**config.mk**
```make
export PLATFORM = sky130hd
export DESIGN_NAME = array_feeder
export DESIGN_NICKNAME = d
export VERILOG_FILES = /design/src/rtl/array_pkg.sv /design/src/rtl/skew_delay.sv /design/src/rtl/array_feeder.sv
export SDC_FILE = /design/constraint.sdc
export NUM_CORES = 1
export LEC_CHECK = 0
export ABC_AREA = 0
export BUFFER_PORTS_ARGS = -buffer_cell sky130_fd_sc_hd__buf_4
export CAP_MARGIN = 20
export CORE_UTILIZATION = 33
export DETAILED_ROUTE_END_ITERATION = 8
export GPL_ROUTABILITY_DRIVEN = 1
export GPL_TIMING_DRIVEN = 1
export SETUP_SLACK_MARGIN = 0.1
export SLEW_MARGIN = 40
export SYNTH_ARGS = -nofsm -noshare
export SYNTH_HDL_FRONTEND = slang
export SYNTH_SLANG_ARGS = --single-unit
```
**constraint.sdc**
```tcl
create_clock -name clk -period 3 [get_ports clk]
set_input_delay 0.15 -clock clk [delete_from_list [all_inputs] [get_ports clk]]
set_output_delay 0.15 -clock clk [all_outputs]
set_load 0.005 [all_outputs]
```
**src/rtl/array_pkg.sv**
```systemverilog
// array_pkg
// Shared definitions for the systolic-array input feeder and its consumers.
//   DATA_W   width of one activation value
//   LANES    number of array rows / feeder lanes (lane k skewed by k cycles)
//   DEPTH    rows buffered per batch (power of 2)
//   state_e  feeder control states
//   lane_slice() extracts lane k from a packed row
package array_pkg;

    localparam int DATA_W       = 8;
    localparam int LANES        = 4;
    localparam int DEPTH        = 4;
    localparam int PTR_W        = $clog2(DEPTH);
    localparam int CNT_W        = PTR_W + 1;
    // Zero-padding cycles needed to flush the deepest skew chain.
    localparam int DRAIN_CYCLES = LANES - 1;
    localparam int DRAIN_W      = (DRAIN_CYCLES > 1) ? $clog2(DRAIN_CYCLES) : 1;

    typedef enum logic [1:0] {
        ST_IDLE   = 2'd0,
        ST_STREAM = 2'd1,
        ST_DRAIN  = 2'd2
    } state_e;

    function automatic logic [DATA_W-1:0] lane_slice(
        input logic [LANES*DATA_W-1:0] row,
        input int                      k
    );
        return row[k*DATA_W +: DATA_W];
    endfunction

endpackage

```
**src/rtl/skew_delay.sv**
```systemverilog
// skew_delay
// DELAY+1 register stages in series, all cleared by reset. DELAY=0 is a single
// register, which keeps every lane's output registered and aligned with lane 0.
// Ports:
//   clk   clock
//   rst   asynchronous active-high reset
//   d_i   input value
//   q_o   value delayed by DELAY+1 clock edges
module skew_delay #(
    parameter int DELAY  = 0,
    parameter int DATA_W = 8
) (
    input  logic              clk,
    input  logic              rst,
    input  logic [DATA_W-1:0] d_i,
    output logic [DATA_W-1:0] q_o
);

    logic [DATA_W-1:0] stage_q [DELAY+1];

    always_ff @(posedge clk or posedge rst) begin
        if (rst) begin
            for (int i = 0; i <= DELAY; i++) begin
                stage_q[i] <= '0;
            end
        end else begin
            stage_q[0] <= d_i;
            for (int i = 1; i <= DELAY; i++) begin
                stage_q[i] <= stage_q[i-1];
            end
        end
    end

    assign q_o = stage_q[DELAY];

endmodule

```
**src/rtl/array_feeder.sv**
```systemverilog
// array_feeder
// Buffers up to DEPTH activation rows, then on a start pulse streams them into
// the 4x4 systolic array with lane k delayed k cycles and zero padding.
// Ports:
//   clk, rst_b            clock; asynchronous active-high reset
//   in_valid/in_ready     row write handshake (in_ready is combinational on start)
//   in_data               packed row, lane k = in_data[k*DATA_W +: DATA_W]
//   start                 begin streaming the buffered batch
//   busy, done            batch in progress; one-cycle pulse with last output
//   row_count             rows currently buffered
//   en_out                array enable, high while lane 0 carries data
//   a1_out..a4_out        lane 0..3 activations
module array_feeder
    import array_pkg::*;
(
    input  logic                    clk,
    input  logic                    rst_b,
    input  logic                    in_valid,
    output logic                    in_ready,
    input  logic [LANES*DATA_W-1:0] in_data,
    input  logic                    start,
    output logic                    busy,
    output logic                    done,
    output logic [CNT_W-1:0]        row_count,
    output logic                    en_out,
    output logic [DATA_W-1:0]       a1_out,
    output logic [DATA_W-1:0]       a2_out,
    output logic [DATA_W-1:0]       a3_out,
    output logic [DATA_W-1:0]       a4_out
);

    state_e              state_q,  state_d;
    logic [PTR_W-1:0]    wr_ptr_q, wr_ptr_d;
    logic [PTR_W-1:0]    rd_ptr_q, rd_ptr_d;
    logic [CNT_W-1:0]    count_q,  count_d;
    logic [DRAIN_W-1:0]  drain_q,  drain_d;
    logic                en_q,     en_d;
    logic                busy_q,   busy_d;
    logic                done_q,   done_d;

    logic                wr_en;
    logic                rd_fire;
    logic                last_read;

    logic [LANES*DATA_W-1:0] mem_q [DEPTH];
    logic [DATA_W-1:0]       lane_in  [LANES];
    logic [DATA_W-1:0]       lane_out [LANES];

    assign last_read = ({1'b0, rd_ptr_q} == (count_q - CNT_W'(1)));

    // The read of row 0 happens on the same edge that samples start, so the
    // first row reaches the array one cycle after start.
    always_comb begin
        state_d  = state_q;
        wr_ptr_d = wr_ptr_q;
        rd_ptr_d = rd_ptr_q;
        count_d  = count_q;
        drain_d  = drain_q;
        done_d   = 1'b0;
        in_ready = 1'b0;
        wr_en    = 1'b0;
        rd_fire  = 1'b0;

        case (state_q)
            ST_IDLE: begin
                in_ready = (count_q < CNT_W'(DEPTH)) && !start;
                wr_en    = in_valid && in_ready;
                if (wr_en) begin
                    wr_ptr_d = wr_ptr_q + PTR_W'(1);
                    count_d  = count_q + CNT_W'(1);
                end
                if (start && (count_q != '0)) begin
                    rd_fire = 1'b1;
                end
            end
            ST_STREAM: begin
                rd_fire = 1'b1;
            end
            ST_DRAIN: begin
                drain_d = drain_q + DRAIN_W'(1);
                if (drain_q == DRAIN_W'(DRAIN_CYCLES - 1)) begin
                    done_d   = 1'b1;
                    state_d  = ST_IDLE;
                    count_d  = '0;
                    rd_ptr_d = '0;
                    wr_ptr_d = '0;
                    drain_d  = '0;
                end
            end
            default: begin
                state_d = ST_IDLE;
            end
        endcase

        if (rd_fire) begin
            rd_ptr_d = rd_ptr_q + PTR_W'(1);
            drain_d  = '0;
            state_d  = last_read ? ST_DRAIN : ST_STREAM;
        end
    end

    assign en_d   = rd_fire;
    assign busy_d = (state_d != ST_IDLE);

    always_ff @(posedge clk or posedge rst_b) begin
        if (rst_b) begin
            state_q  <= ST_IDLE;
            wr_ptr_q <= '0;
            rd_ptr_q <= '0;
            count_q  <= '0;
            drain_q  <= '0;
            en_q     <= 1'b0;
            busy_q   <= 1'b0;
            done_q   <= 1'b0;
        end else begin
            state_q  <= state_d;
            wr_ptr_q <= wr_ptr_d;
            rd_ptr_q <= rd_ptr_d;
            count_q  <= count_d;
            drain_q  <= drain_d;
            en_q     <= en_d;
            busy_q   <= busy_d;
            done_q   <= done_d;
        end
    end

    // Row storage has no reset: row_count gates every read, so stale contents
    // are never observable.
    always_ff @(posedge clk) begin
        if (wr_en) begin
            mem_q[wr_ptr_q] <= in_data;
        end
    end

    // Lanes are fed zeros whenever no row is being read, which both pads the
    // skew and flushes stale data out of the chains.
    generate
        for (genvar gi = 0; gi < LANES; gi++) begin : g_lane
            assign lane_in[gi] = rd_fire ? lane_slice(mem_q[rd_ptr_q], gi) : '0;

            skew_delay #(
                .DELAY  (gi),
                .DATA_W (DATA_W)
            ) u_skew (
                .clk (clk),
                .rst (rst_b),
                .d_i (lane_in[gi]),
                .q_o (lane_out[gi])
            );
        end
    endgenerate

    assign a1_out    = lane_out[0];
    assign a2_out    = lane_out[1];
    assign a3_out    = lane_out[2];
    assign a4_out    = lane_out[3];
    assign en_out    = en_q;
    assign busy      = busy_q;
    assign done      = done_q;
    assign row_count = count_q;

endmodule
```
==> results_dict.tcl <==
set metrics [dict create \
    crit_chain "nor4_4, and3_2, buf_4" \
    cp.buffers_inverters 1 \
    io_buffer_count 74 \
    status "complete, no violations" \
    cp_data_required_time_ns 3.21 \
    fin_cells 828 \
    cp_slowest_cell "and3_2" \
    period_needed_ns 2.12 \
    start_kind "flip-flop" \
    final_util_pct 41.7 \
    n_fill_cell 2124 \
    antenna_found_initial 0 \
    routed_wl_um 13000 \
    ir_worst_vdd_mv 0.315 \
    worstMarginPinSlew_ns 0.581 \
    dpl.cell_count 753 \
    cts_hold_buf 33 \
    gp_congestion 0.630 \
    multi_input_area_um2 1340 \
    cts_tree "yes" \
    seq_area_frac_synth_pct 79.0 \
    cts-buffers-inserted 23 \
    die_w_um 156 \
    dp_hpwl_um 8020 \
    synth_warnings 0 \
    drt_iter0_drc 183 \
    drc 0 \
    postCtsSetupRepairBufs 0 \
    grt_max_degree 67 \
    design_area_um2 9760 \
    synthFlopType "edfxtp_1" \
    cts_resized 0 \
    cap_violations 0 \
    grt_pass1_vias 3842 \
    dr.pass1.iters 4 \
    syn_inst 386 \
    syn_area_um2 7840 \
    route.vias.total 3527 \
    wire_per_inst_um 15.7 \
    ys_types 32 \
    syn-num-nets 429 \
    ios 75 \
    path_clk_slew_ns 0.06 \
    core_um2 23400 \
    synth_edf_count 128 \
    globalRouteOverflowTotal 0 \
    min_path_type "input pin to flip-flop" \
    clock_skew_ns 0.0130 \
    dieArea_um2 24400 \
    async_reset_ff_share_pct 42.3 \
    finalHoldViolations 0 \
    fmax_mhz 471 \
    path_delay_family "simple AND/OR/NAND/NOR gates" \
    layout_common_cells "128 x edfxtp_1, 92 x dfrtp_1, 84 x buf_4" \
    fin_crit_sh_pct 70.8 \
    critical_path_class "flip-flop to flip-flop" \
    root_buffer "clkbuf_16" \
    crit_arrival_ns 2.33 \
    core.rowCount 56 \
    drive_gt1_share_pct 34.0 \
    via_per_inst 4.26 \
    grt_use_total_pct 11.4 \
    final_common_cell "edfxtp_1" \
    placement.cell_area_um2 8630 \
    worst-r2r-setup-slack_ns 0.88 \
    grt_setup_unrepaired "false" \
    syn_avg_cell_area_um2 20.3 \
    seqCellArea_um2 6200 \
    drv_slew 0 \
    start_util_pct 33.5 \
    holdWs_ns 0.0195 \
    critPathMaxFanout 20 \
    crit_path_max_incr_delay_ns 0.64 \
    grt_pass1_wl_um 21100 \
    finalSetupViolations 0 \
    ant_nets 0 \
    clk_latency_ns 0.50 \
    htree_levels 1 \
    design.final.nets 535 \
    leakage_uw 0.00378 \
    synth_seq_cells 222 \
    power.density_nw_per_um2 916 \
    relSlewSlack_pct 61.3 \
    die_y_um 156 \
    clock_sinks 222 \
    fin_setup_tns_ns 0 \
    area_delta_synth_final_pct 24.4 \
    endpoint_kind "flip-flop" \
    cts_max_path_buffers 3 \
    diodes 0 \
]
-- through the flow --
step / setup slack [ns] / power (uW)
global placement: 0.929 / 6020
detailed placement: 0.857 / 6070
global route: 0.743 / 9410
CTS: 0.847 / 9090
finish: 0.877 / 8930
floorplan: 0.401 / 5580
-- final cells by class --
type / instances / area share [%]
clock buffers: 31 / 6.31
clock inverters: 11 / 1.86
inverters: 9 / 0.398
multi-input cells: 118 / 13.7
flip-flops and latches: 222 / 63.6
well taps: 319 / 4.09
repair buffers: 118 / 10.1
-- cell usage after synthesis (2+ instances only) --
| library cell | number | area [um^2] |
|---|---|---|
| edfxtp_1 | 128 | 3840 |
| dfrtp_1 | 94 | 2350 |
| mux4_2 | 32 | 721 |
| buf_4 | 27 | 203 |
| nor2b_1 | 21 | 131 |
| nor2b_2 | 13 | 114 |
| inv_1 | 9 | 33.8 |
| nand2_1 | 8 | 30.0 |
| ha_1 | 7 | 87.6 |
| buf_6 | 5 | 56.3 |
| nand3_1 | 5 | 25.0 |
| and3_1 | 4 | 25.0 |
| o21ai_0 | 4 | 20.0 |
| a21oi_1 | 3 | 15.0 |
| nor2_1 | 3 | 11.3 |
| buf_2 | 2 | 10.0 |
| clkbuf_1 | 2 | 7.51 |
| nor3_1 | 2 | 10.0 |
| o21ai_2 | 2 | 17.5 |
| o31ai_1 | 2 | 15.0 |
| xor2_1 | 2 | 17.5 |
-- cells by family after synthesis --
kind of cell               Yosys count  synth area share, %
DFF                                222                 79.0
and+or+nand+nor                     61                 5.02
AOI/OAI and AO/OA                   14                 1.20
buffers and inverters               46                 4.02
adders and majority gates            7                 1.12
muxes                               33                 9.32
xor gates and xnor gates             3                0.335
-- worst reg2reg max path, cell delays in order, from the launching register on --
cell	delay, ns
dfrtp_1	0.48
nor4_4	0.43
and3_2	0.64
buf_4	0.29
-- state kept, by name, indices dropped and copies added, names as in the netlist, 2 cells and up --
signal	count
mem_q	128
state_q	2
rd_ptr_q	2
g_lane.u_skew.q_o	32
wr_ptr_q	2
g_lane.u_skew.stage_q	48
drain_q	2
row_count	3
-- path summary, 6_finish.rpt --
| kind | startpoint | endpoint | depth (start not counted) |
|---|---|---|---|
| worst max-delay path | state_q[0]$_DFF_PP0_ | mem_q[0][13]$_DFFE_PP_ | 3 |
| max in group asynchronous | rst_b | g_lane[2].u_skew.stage_q[23]$_DFF_PP0_ | 4 |
| worst min-delay path | in_valid | row_count[0]$_DFFE_PP0P_ | 3 |
| worst max register to register | state_q[0]$_DFF_PP0_ | mem_q[0][13]$_DFFE_PP_ | 3 |
| worst min register to register | g_lane[3].u_skew.stage_q[11]$_DFF_PP0_ | g_lane[3].u_skew.q_o[3]$_DFF_PP0_ | 0 |
| min in group asynchronous | rst_b | g_lane[3].u_skew.q_o[0]$_DFF_PP0_ | 3 |
-- routing by layer --
layer  share of wire, %  track usage, %  vias up  routed length (um)
met2                 48            18.6       93                6290
met1                 44            14.9     1789                5740
met4                2.7            4.48        0                 355
met3                4.8            2.28       30                 627
met5                  0               0        -                   0
li1                   -               -     1615                   -
-- where the power goes --
part	internal (uW)	switching [uW]	total, uW
combinational	1020	730	1750
sequential	3870	372	4240
clock	1870	1080	2950
total	6760	2180	8930
(Power assumes the default switching activity.)
